`config.mk`:
```
export PLATFORM = sky130hd
export DESIGN_NAME = hazard_stall_ctrl
export DESIGN_NICKNAME = d
export VERILOG_FILES = /design/src/rtl/hazard_stall_ctrl.sv
export SDC_FILE = /design/constraint.sdc
export NUM_CORES = 1
export LEC_CHECK = 0
export CORE_MARGIN = 3
export CORE_UTILIZATION = 49
export CTS_CLUSTER_DIAMETER = 120
export DETAILED_ROUTE_END_ITERATION = 16
export GPL_TIMING_DRIVEN = 0
export PLACE_DENSITY = 0.8
export SLEW_MARGIN = 30
export SYNTH_ARGS = -nofsm -noshare
export SYNTH_HDL_FRONTEND = slang
export SYNTH_SLANG_ARGS = --single-unit
```
`constraint.sdc`:
```
create_clock -name clk_i -period 2.75 [get_ports clk_i]
set_clock_uncertainty 0.15 [all_clocks]
set_input_delay 0.275 -clock clk_i [delete_from_list [all_inputs] [get_ports clk_i]]
set_output_delay 0.275 -clock clk_i [all_outputs]
set_load 0.05 [all_outputs]
```
`src/rtl/hazard_stall_ctrl.sv`:
```
// hazard_stall_ctrl: pipeline sequencer for the 5-stage RV32I core.
//   Inputs:  clk_i, rst_ni (async, active-low); ID sources/uses, EX rd/memread/branch_taken,
//            I/D-cache busy.
//   Outputs: stage write enables, IF/ID flush, control_zero_sel_o, sticky timeout_o,
//            saturating stall-cycle and branch-flush counters.
module hazard_stall_ctrl #(
   parameter int REG_ADDR_W  = 5,
   parameter int TIMEOUT     = 1024,
   parameter int STALL_CNT_W = 32,
   parameter int FLUSH_CNT_W = 16
) (
   input  logic                   clk_i,
   input  logic                   rst_ni,
   input  logic [REG_ADDR_W-1:0]  id_rs1_i,
   input  logic [REG_ADDR_W-1:0]  id_rs2_i,
   input  logic                   id_uses_rs1_i,
   input  logic                   id_uses_rs2_i,
   input  logic [REG_ADDR_W-1:0]  ex_rd_i,
   input  logic                   ex_memread_i,
   input  logic                   ex_branch_taken_i,
   input  logic                   icache_busy_i,
   input  logic                   dcache_busy_i,
   output logic                   pc_write_o,
   output logic                   ifid_write_o,
   output logic                   ifid_flush_o,
   output logic                   control_zero_sel_o,
   output logic                   idex_write_o,
   output logic                   exmem_write_o,
   output logic                   memwb_write_o,
   output logic                   timeout_o,
   output logic [STALL_CNT_W-1:0] stall_cycles_o,
   output logic [FLUSH_CNT_W-1:0] flush_count_o
);
   localparam int WD_W = $clog2(TIMEOUT);
   typedef enum logic [1:0] {RUN, DSTALL, ISTALL, HUNG} state_t;
   state_t state, state_nxt;
   logic [WD_W-1:0] wdog;
   logic load_use, stalled, busy, hit, br_flush, down;
   assign load_use = ex_memread_i & (ex_rd_i != '0) &
                     ((id_uses_rs1_i & (id_rs1_i == ex_rd_i)) | (id_uses_rs2_i & (id_rs2_i == ex_rd_i)));
   assign stalled  = (state == DSTALL) | (state == ISTALL);
   assign busy     = icache_busy_i | dcache_busy_i;
   assign hit      = stalled & busy & (wdog == WD_W'(TIMEOUT - 1));
   assign br_flush = (state != HUNG) & ~dcache_busy_i & ex_branch_taken_i;
   assign idex_write_o  = down;
   assign exmem_write_o = down;
   assign memwb_write_o = down;
   // Outputs are Mealy; reset is folded in combinationally so an async reset shows at once.
   always_comb begin
      pc_write_o         = 1'b1;
      ifid_write_o       = 1'b1;
      ifid_flush_o       = 1'b0;
      control_zero_sel_o = 1'b0;
      down               = 1'b1;
      if (!rst_ni || state == HUNG) begin
         pc_write_o         = 1'b0;
         ifid_write_o       = 1'b0;
         down               = 1'b0;
         control_zero_sel_o = 1'b1;
      end else if (dcache_busy_i) begin
         pc_write_o   = 1'b0;
         ifid_write_o = 1'b0;
         down         = 1'b0;
      end else if (ex_branch_taken_i) begin
         ifid_flush_o       = 1'b1;
         control_zero_sel_o = 1'b1;
      end else if (load_use) begin
         pc_write_o         = 1'b0;
         ifid_write_o       = 1'b0;
         control_zero_sel_o = 1'b1;
      end else if (icache_busy_i) begin
         pc_write_o   = 1'b0;
         ifid_flush_o = 1'b1;
      end
   end
   // A branch taken in RUN keeps us out of ISTALL; once in ISTALL only the caches matter.
   always_comb
      state_nxt = (state == HUNG || hit) ? HUNG :
                  dcache_busy_i ? DSTALL :
                  (icache_busy_i && !(state == RUN && ex_branch_taken_i)) ? ISTALL : RUN;
   always_ff @(posedge clk_i or negedge rst_ni) begin
      if (!rst_ni) begin
         state          <= RUN;
         wdog           <= '0;
         timeout_o      <= 1'b0;
         stall_cycles_o <= '0;
         flush_count_o  <= '0;
      end else begin
         state     <= state_nxt;
         timeout_o <= timeout_o | hit;
         wdog      <= (state_nxt == RUN) ? '0 : (stalled && busy) ? wdog + 1'b1 : wdog;
         if (!pc_write_o && state != HUNG && !(&stall_cycles_o))
            stall_cycles_o <= stall_cycles_o + 1'b1;
         if (br_flush && !(&flush_count_o))
            flush_count_o <= flush_count_o + 1'b1;
      end
   end
endmodule

```
Word-level counts from Yosys, hierarchy flattened
Index checks and enable logic that the tools add are counted.
{"block": "word_totals", "out_inout_bits": 56, "input_bits": 23, "regBits": 61, "elab_cells": 72}
{"block": "op_classes", "reduce_logical": 19, "addsub": 3, "muxes": 25, "eq_ne": 7, "bitwise_logic": 13}
{"op": "32-bit by 1-bit adder with 32-bit output, second input constant", "n": 1}
{"op": "32-bit AND reduction", "n": 1}
{"op": "1-bit 2-to-1 mux", "n": 20}
{"op": "10-bit 2-to-1 mux", "n": 2}
{"op": "16-bit by 1-bit adder with 16-bit output, second input constant", "n": 1}
{"op": "16-bit AND reduction", "n": 1}
{"op": "10-bit by 1-bit adder with 10-bit output, second input constant", "n": 1}
{"op": "10-bit equality test, second input constant", "n": 1}
{"op": "5-bit equality test", "n": 2}
{"op": "1-bit bitwise AND", "n": 8}
{"op": "1-bit logical AND", "n": 6}
{"op": "2-bit 2-to-1 mux", "n": 3}
{"op": "1-bit logical NOT", "n": 5}
{"op": "5-bit nonzero test", "n": 1}
{"op": "2-bit equality test, second input constant", "n": 2}
{"op": "2-bit logical NOT", "n": 2}
{"op": "1-bit bitwise OR", "n": 4}
{"op": "2-bit by 1-bit equality test with 1-bit output, second input constant", "n": 1}
{"op": "1-bit logical OR", "n": 2}
{"op": "2-bit != test, second input constant", "n": 1}
{"op": "2-bit nonzero test", "n": 1}
{"op": "1-bit inverter", "n": 1}

Depth between registers and ports, before layout
{"block": "logic_depth", "ltp_word": 11, "depth_mapped": 9, "ltp_nobuf": 8}

Least setup slack after synthesis
No wires, ideal clock.
{"block": "synth_timing", "path_type": "register -> output", "start": "register state[0]", "end": "output pc_write_o", "path_stages_with_launch": 6, "required_ps": 2325, "arrival_ps": 2401, "setup_slack_ps": -76, "cell_sequence": "dfrtp_1 > ha_1 > nor2_1 > and2_1 > o21ai_0 > a21oi_1"}
{"block": "synth_via", "elab_chain_cells": 3}
{"item": "start, declared", "line_no": "36", "rtl": "state_t state, state_nxt;"}
{"item": "start signal, assigned", "line_no": "89", "rtl": "state <= state_nxt;"}
{"item": "2-bit equality test", "line_no": "55", "rtl": "if (!rst_ni || state == HUNG) begin"}
{"item": "1-bit logical OR", "line_no": "55"}
{"item": "1-bit 2-to-1 mux", "line_no": "55"}
{"item": "end, declared", "line_no": "23", "rtl": "output logic pc_write_o,"}
Every way passes these cells.

Worst setup path in the final report
{"block": "layout_timing", "start": "input ex_rd_i[4]", "end": "output control_zero_sel_o"}
{"block": "layout_via", "elab_chain_cells": 8, "elab_cells_between_ends": 12}
{"item": "start, declared", "line_no": "18", "rtl": "input logic [REG_ADDR_W-1:0] ex_rd_i,"}
{"item": "5-bit equality test", "line_no": "40", "rtl": "((id_uses_rs1_i & (id_rs1_i == ex_rd_i)) | (id_uses_rs2_i & (id_rs2_i == ex_rd_i)));"}
{"item": "1-bit bitwise AND", "line_no": "40"}
{"item": "1-bit bitwise OR", "line_no": "40"}
{"item": "1-bit bitwise AND *", "line_no": "39", "rtl": "assign load_use = ex_memread_i & (ex_rd_i != '0) &"}
{"item": "1-bit 2-to-1 mux *", "line_no": "67", "rtl": "end else if (load_use) begin"}
{"item": "1-bit 2-to-1 mux *", "line_no": "64", "rtl": "end else if (ex_branch_taken_i) begin"}
{"item": "1-bit 2-to-1 mux *", "line_no": "60", "rtl": "end else if (dcache_busy_i) begin"}
{"item": "1-bit 2-to-1 mux *", "line_no": "55"}
{"item": "end, declared", "line_no": "26", "rtl": "output logic control_zero_sel_o,"}
Every way passes the cells marked *; elsewhere a longest branch is shown, timed or not.

==> impl_metrics.json <==
{
  "drt_iter0_drc": 86,
  "crit_start": "ex_rd_i[4]",
  "drcViolationCount": 0,
  "hold_class": "in2async",
  "met3_wirelength_um": 377,
  "grt_usage_pct": 20.5,
  "synth_area_per_cell_um2": 10.1,
  "synth.top_cells.by_count": "61 x dfrtp_1, 45 x xnor2_1, 32 x nand2_1",
  "crit_required_ps": 2330,
  "wl_met1_um": 3140,
  "postSynth.asyncResetShare_pct": 100,
  "path_cells": "clkdlybuf4s50_1, or4_1, o21ai_2, nand2b_4, a21oi_1, or3b_2, buf_4",
  "r2r_start": "state[0]$_DFF_PN0_",
  "reg2reg_slack_ps": 380,
  "yosys_warnings": 0,
  "crit_slowest_cell": "clkdlybuf4s50_1",
  "diodes": 0,
  "hold_viol_final": 0,
  "dpl.hpwl_um": 5260,
  "cp.depth": 7,
  "crit_fanout": 3,
  "wl_met2_um": 3550,
  "maxCapViolCount": 0,
  "fmax_mhz": 377,
  "nNetsFinal": 435,
  "yosysMostFrequentCell": "dfrtp_1",
  "synth_area_um2": 3180,
  "cts_root_buf": "clkbuf_8",
  "worst_slack_ps": 97.2,
  "numClockSinks": 61,
  "synth-compound-area-share_pct": 4.76,
  "wire_per_inst_um": 14.6,
  "initial_utilization_pct": 52.2,
  "period_share_pct": 96.5,
  "worst_pin_slew_ps": 549,
  "synth_seq_cells": 61,
  "synth.area.mux_share_pct": 0.708,
  "synth_edf_count": 0,
  "synth_xor_area_share_pct": 16.5,
  "grt_pass1_vias": 2648,
  "synth_top_cell_area_share_pct": 48.0,
  "multi_input_area_um2": 1580,
  "design_area_um2": 4290,
  "synth_flop_cell": "dfrtp_1",
  "yosys.area_share.simple_pct": 25.0,
  "chipHeight_um": 86.6,
  "dieArea_um2": 7490,
  "place_congestion": 0.835,
  "ir_drop_v": 0.000729,
  "dr.pass1.iters": 6,
  "power.leakage_nw": 1.83,
  "routed_wl_um": 7110,
  "clockBufferDepth": 2,
  "drive_above_1_share_pct": 9.51,
  "tritoncts": "yes",
  "synth_top_family_by_area": "simple AND/OR/NAND/NOR gates",
  "syn2layout_area_growth_pct": 34.9,
  "post-place-ws_ps": -565,
  "utilization_pct": 70.4,
  "p_total_w": 0.00285,
  "portBuffers": 78,
  "maxUsedRoutingLayer": "met4",
  "placedInstanceArea_um2": 4080,
  "path_buf_inv": 2,
  "end_kind": "primary output",
  "cp.arrival_ps": 2230,
  "crit_end": "control_zero_sel_o",
  "path_clk_slew_ps": 60,
  "syn_nets": 343,
  "outcome": "completed",
  "grt_remaining_overflow": 0,
  "fin_crit_ps": 2650,
  "cp-start-kind": "primary input",
  "syn_inst": 315,
  "cp_top_family": "simple AND/OR/NAND/NOR gates",
  "cpPeakStageDelay_ps": 470,
  "synth-adder-area-share_pct": 1.97,
  "core_area_um2": 6100,
  "ios": 79,
  "grt_pass1_wl_um": 12200,
  "synth_cell_type_count": 41,
  "critical_path_class": "in2out",
  "rsz0062_at_grt": "false",
  "antenna_left": 0,
  "power_density_nw_per_um2": 663,
  "clk_latency_ps": 330,
  "ff_latch_area_um2": 1530,
  "antenna_found_initial": 0,
  "fp-row-count": 28,
  "fill_cells": 498,
  "routed_via_density": 5.43,
  "final-setup-viol-count": 0,
  "rr_worst_depth": 7,
  "relSlewSlack_pct": 63.3,
  "synth.area.top_cells": "dfrtp_1 48%, xnor2_1 12%, nand4_1 4.5%, xor2_1 4.1%, nand2_1 3.8%",
  "synth-seq-area-share_pct": 48.0,
  "grt_start_max_net_pins": 54,
  "synth_top_area_cell": "dfrtp_1",
  "htree_levels": 3,
  "routed-via-count": 2635,
  "maxSlewViolCount": 0,
  "die_w_um": 86.6,
  "r2r_end": "flush_count_o[9]$_DFFE_PN0P_",
  "cts_made_buffers": 9
}
[area by class of cell]
type | instances | share of cell area, %
inverter | 8 | 0.700
tap | 75 | 2.19
sequential | 61 | 35.6
clock buffer | 12 | 3.38
multi-input combinational | 237 | 36.7
buffer | 9 | 1.55
clock inverter | 2 | 0.817
timing repair buffer | 81 | 19.1
[report_power, final]
group / leakage, nW / switching [W] / internal, W
Sequential: 0.800 / 0.000139 / 0.00102
Clock: 0.0923 / 0.000311 / 0.000432
Combinational: 0.939 / 0.000591 / 0.000358
Total: 1.83 / 0.00104 / 0.00181
[worst min path at each step]
stage | start | to | slack, ps | cells after the start
2_1_floorplan | rst_ni | flush_count_o[0]$_DFFE_PN0P_ | -170 | 0
3_3_place_gp | timeout_o$_DFF_PN0_ | timeout_o$_DFF_PN0_ | 310 | 1
3_5_place_dp | rst_ni | stall_cycles_o[28]$_DFFE_PN0P_ | -20 | 1
4_1_cts | rst_ni | stall_cycles_o[28]$_DFFE_PN0P_ | 170 | 2
5_1_grt | rst_ni | stall_cycles_o[16]$_DFFE_PN0P_ | 180 | 2
6_report | rst_ni | stall_cycles_o[31]$_DFFE_PN0P_ | 180 | 2
[metal layers]
metal | vias to the layer above | GRT usage [%]
met3 | 4 | 5.61
met1 | 1270 | 26.4
met5 | - | 0
li1 | 1288 | -
met4 | 0 | 7.51
met2 | 73 | 33.2
[sequential cells by signal, summed over array words and instances, names as in the netlist]
name and flops:
state 2, wdog 10, flush_count_o 16, stall_cycles_o 32, timeout_o 1
[layout by cell type (no fill, tap or decap), types with 2 or more instances in the layout]
| cell | netlist | final |
|---|---|---|
| nor2_1 | 27 | 27 |
| mux2_2 | 2 | 2 |
| nor4_1 | 4 | 4 |
| nand4_2 | 2 | 2 |
| nand2b_1 | 5 | 4 |
| nand4_1 | 23 | 23 |
| nand2_1 | 32 | 32 |
| o21a_1 | 2 | 2 |
| clkbuf_1 | 2 | 4 |
| a21oi_1 | 5 | 4 |
| xor2_1 | 15 | 15 |
| inv_1 | 8 | 8 |
| o21ai_0 | 3 | 2 |
| and2_1 | 4 | 4 |
| or3_1 | 3 | 3 |
| clkbuf_8 | 0 | 10 |
| and3_1 | 12 | 12 |
| nor3_1 | 7 | 7 |
| clkdlybuf4s50_1 | 0 | 67 |
| xnor2_1 | 45 | 45 |
| buf_4 | 2 | 5 |
| and4_1 | 9 | 9 |
| nand3_1 | 13 | 13 |
| clkdlybuf4s15_1 | 0 | 2 |
| buf_2 | 1 | 3 |
| dlymetal6s2s_1 | 0 | 3 |
| buf_6 | 3 | 3 |
| ha_1 | 5 | 5 |
| a31oi_1 | 5 | 5 |
| dfrtp_1 | 61 | 61 |
[timing repair]
| item | in CTS | in global routing |
|---|---|---|
| resized for setup | 22 | 8 |
| pin swaps | 0 | 1 |
| hold buffers | 1 | 0 |
| buffers inserted | 0 | 1 |
| hold endpoints to repair | 61 | 0 |
| gates cloned | 0 | 0 |
| endpoints found under the setup margin | 7 | 6 |
[per-stage QoR]
| stage | TNS [ps] | std cells | hold WS [ps] |
|---|---|---|---|
| 2_1_floorplan | -6.27 | 315 | -171 |
| 3_3_place_gp | -101670 | 468 | 306 |
| 3_5_place_dp | -1870 | 469 | -21.1 |
| 4_1_cts | -54.2 | 484 | 169 |
| 5_1_grt | 0 | 485 | 176 |
| 6_report | 0 | 485 | 180 |
[cells by family after synthesis]
logic type	after synthesis
AO/OA/AOI/OAI	23
flip-flops	61
XOR/XNOR	60
multiplexers	2
buffers and inverters	17
AND/OR/NAND/NOR	147
adder cells (fa/ha/maj)	5
(Power assumes the default switching activity.)
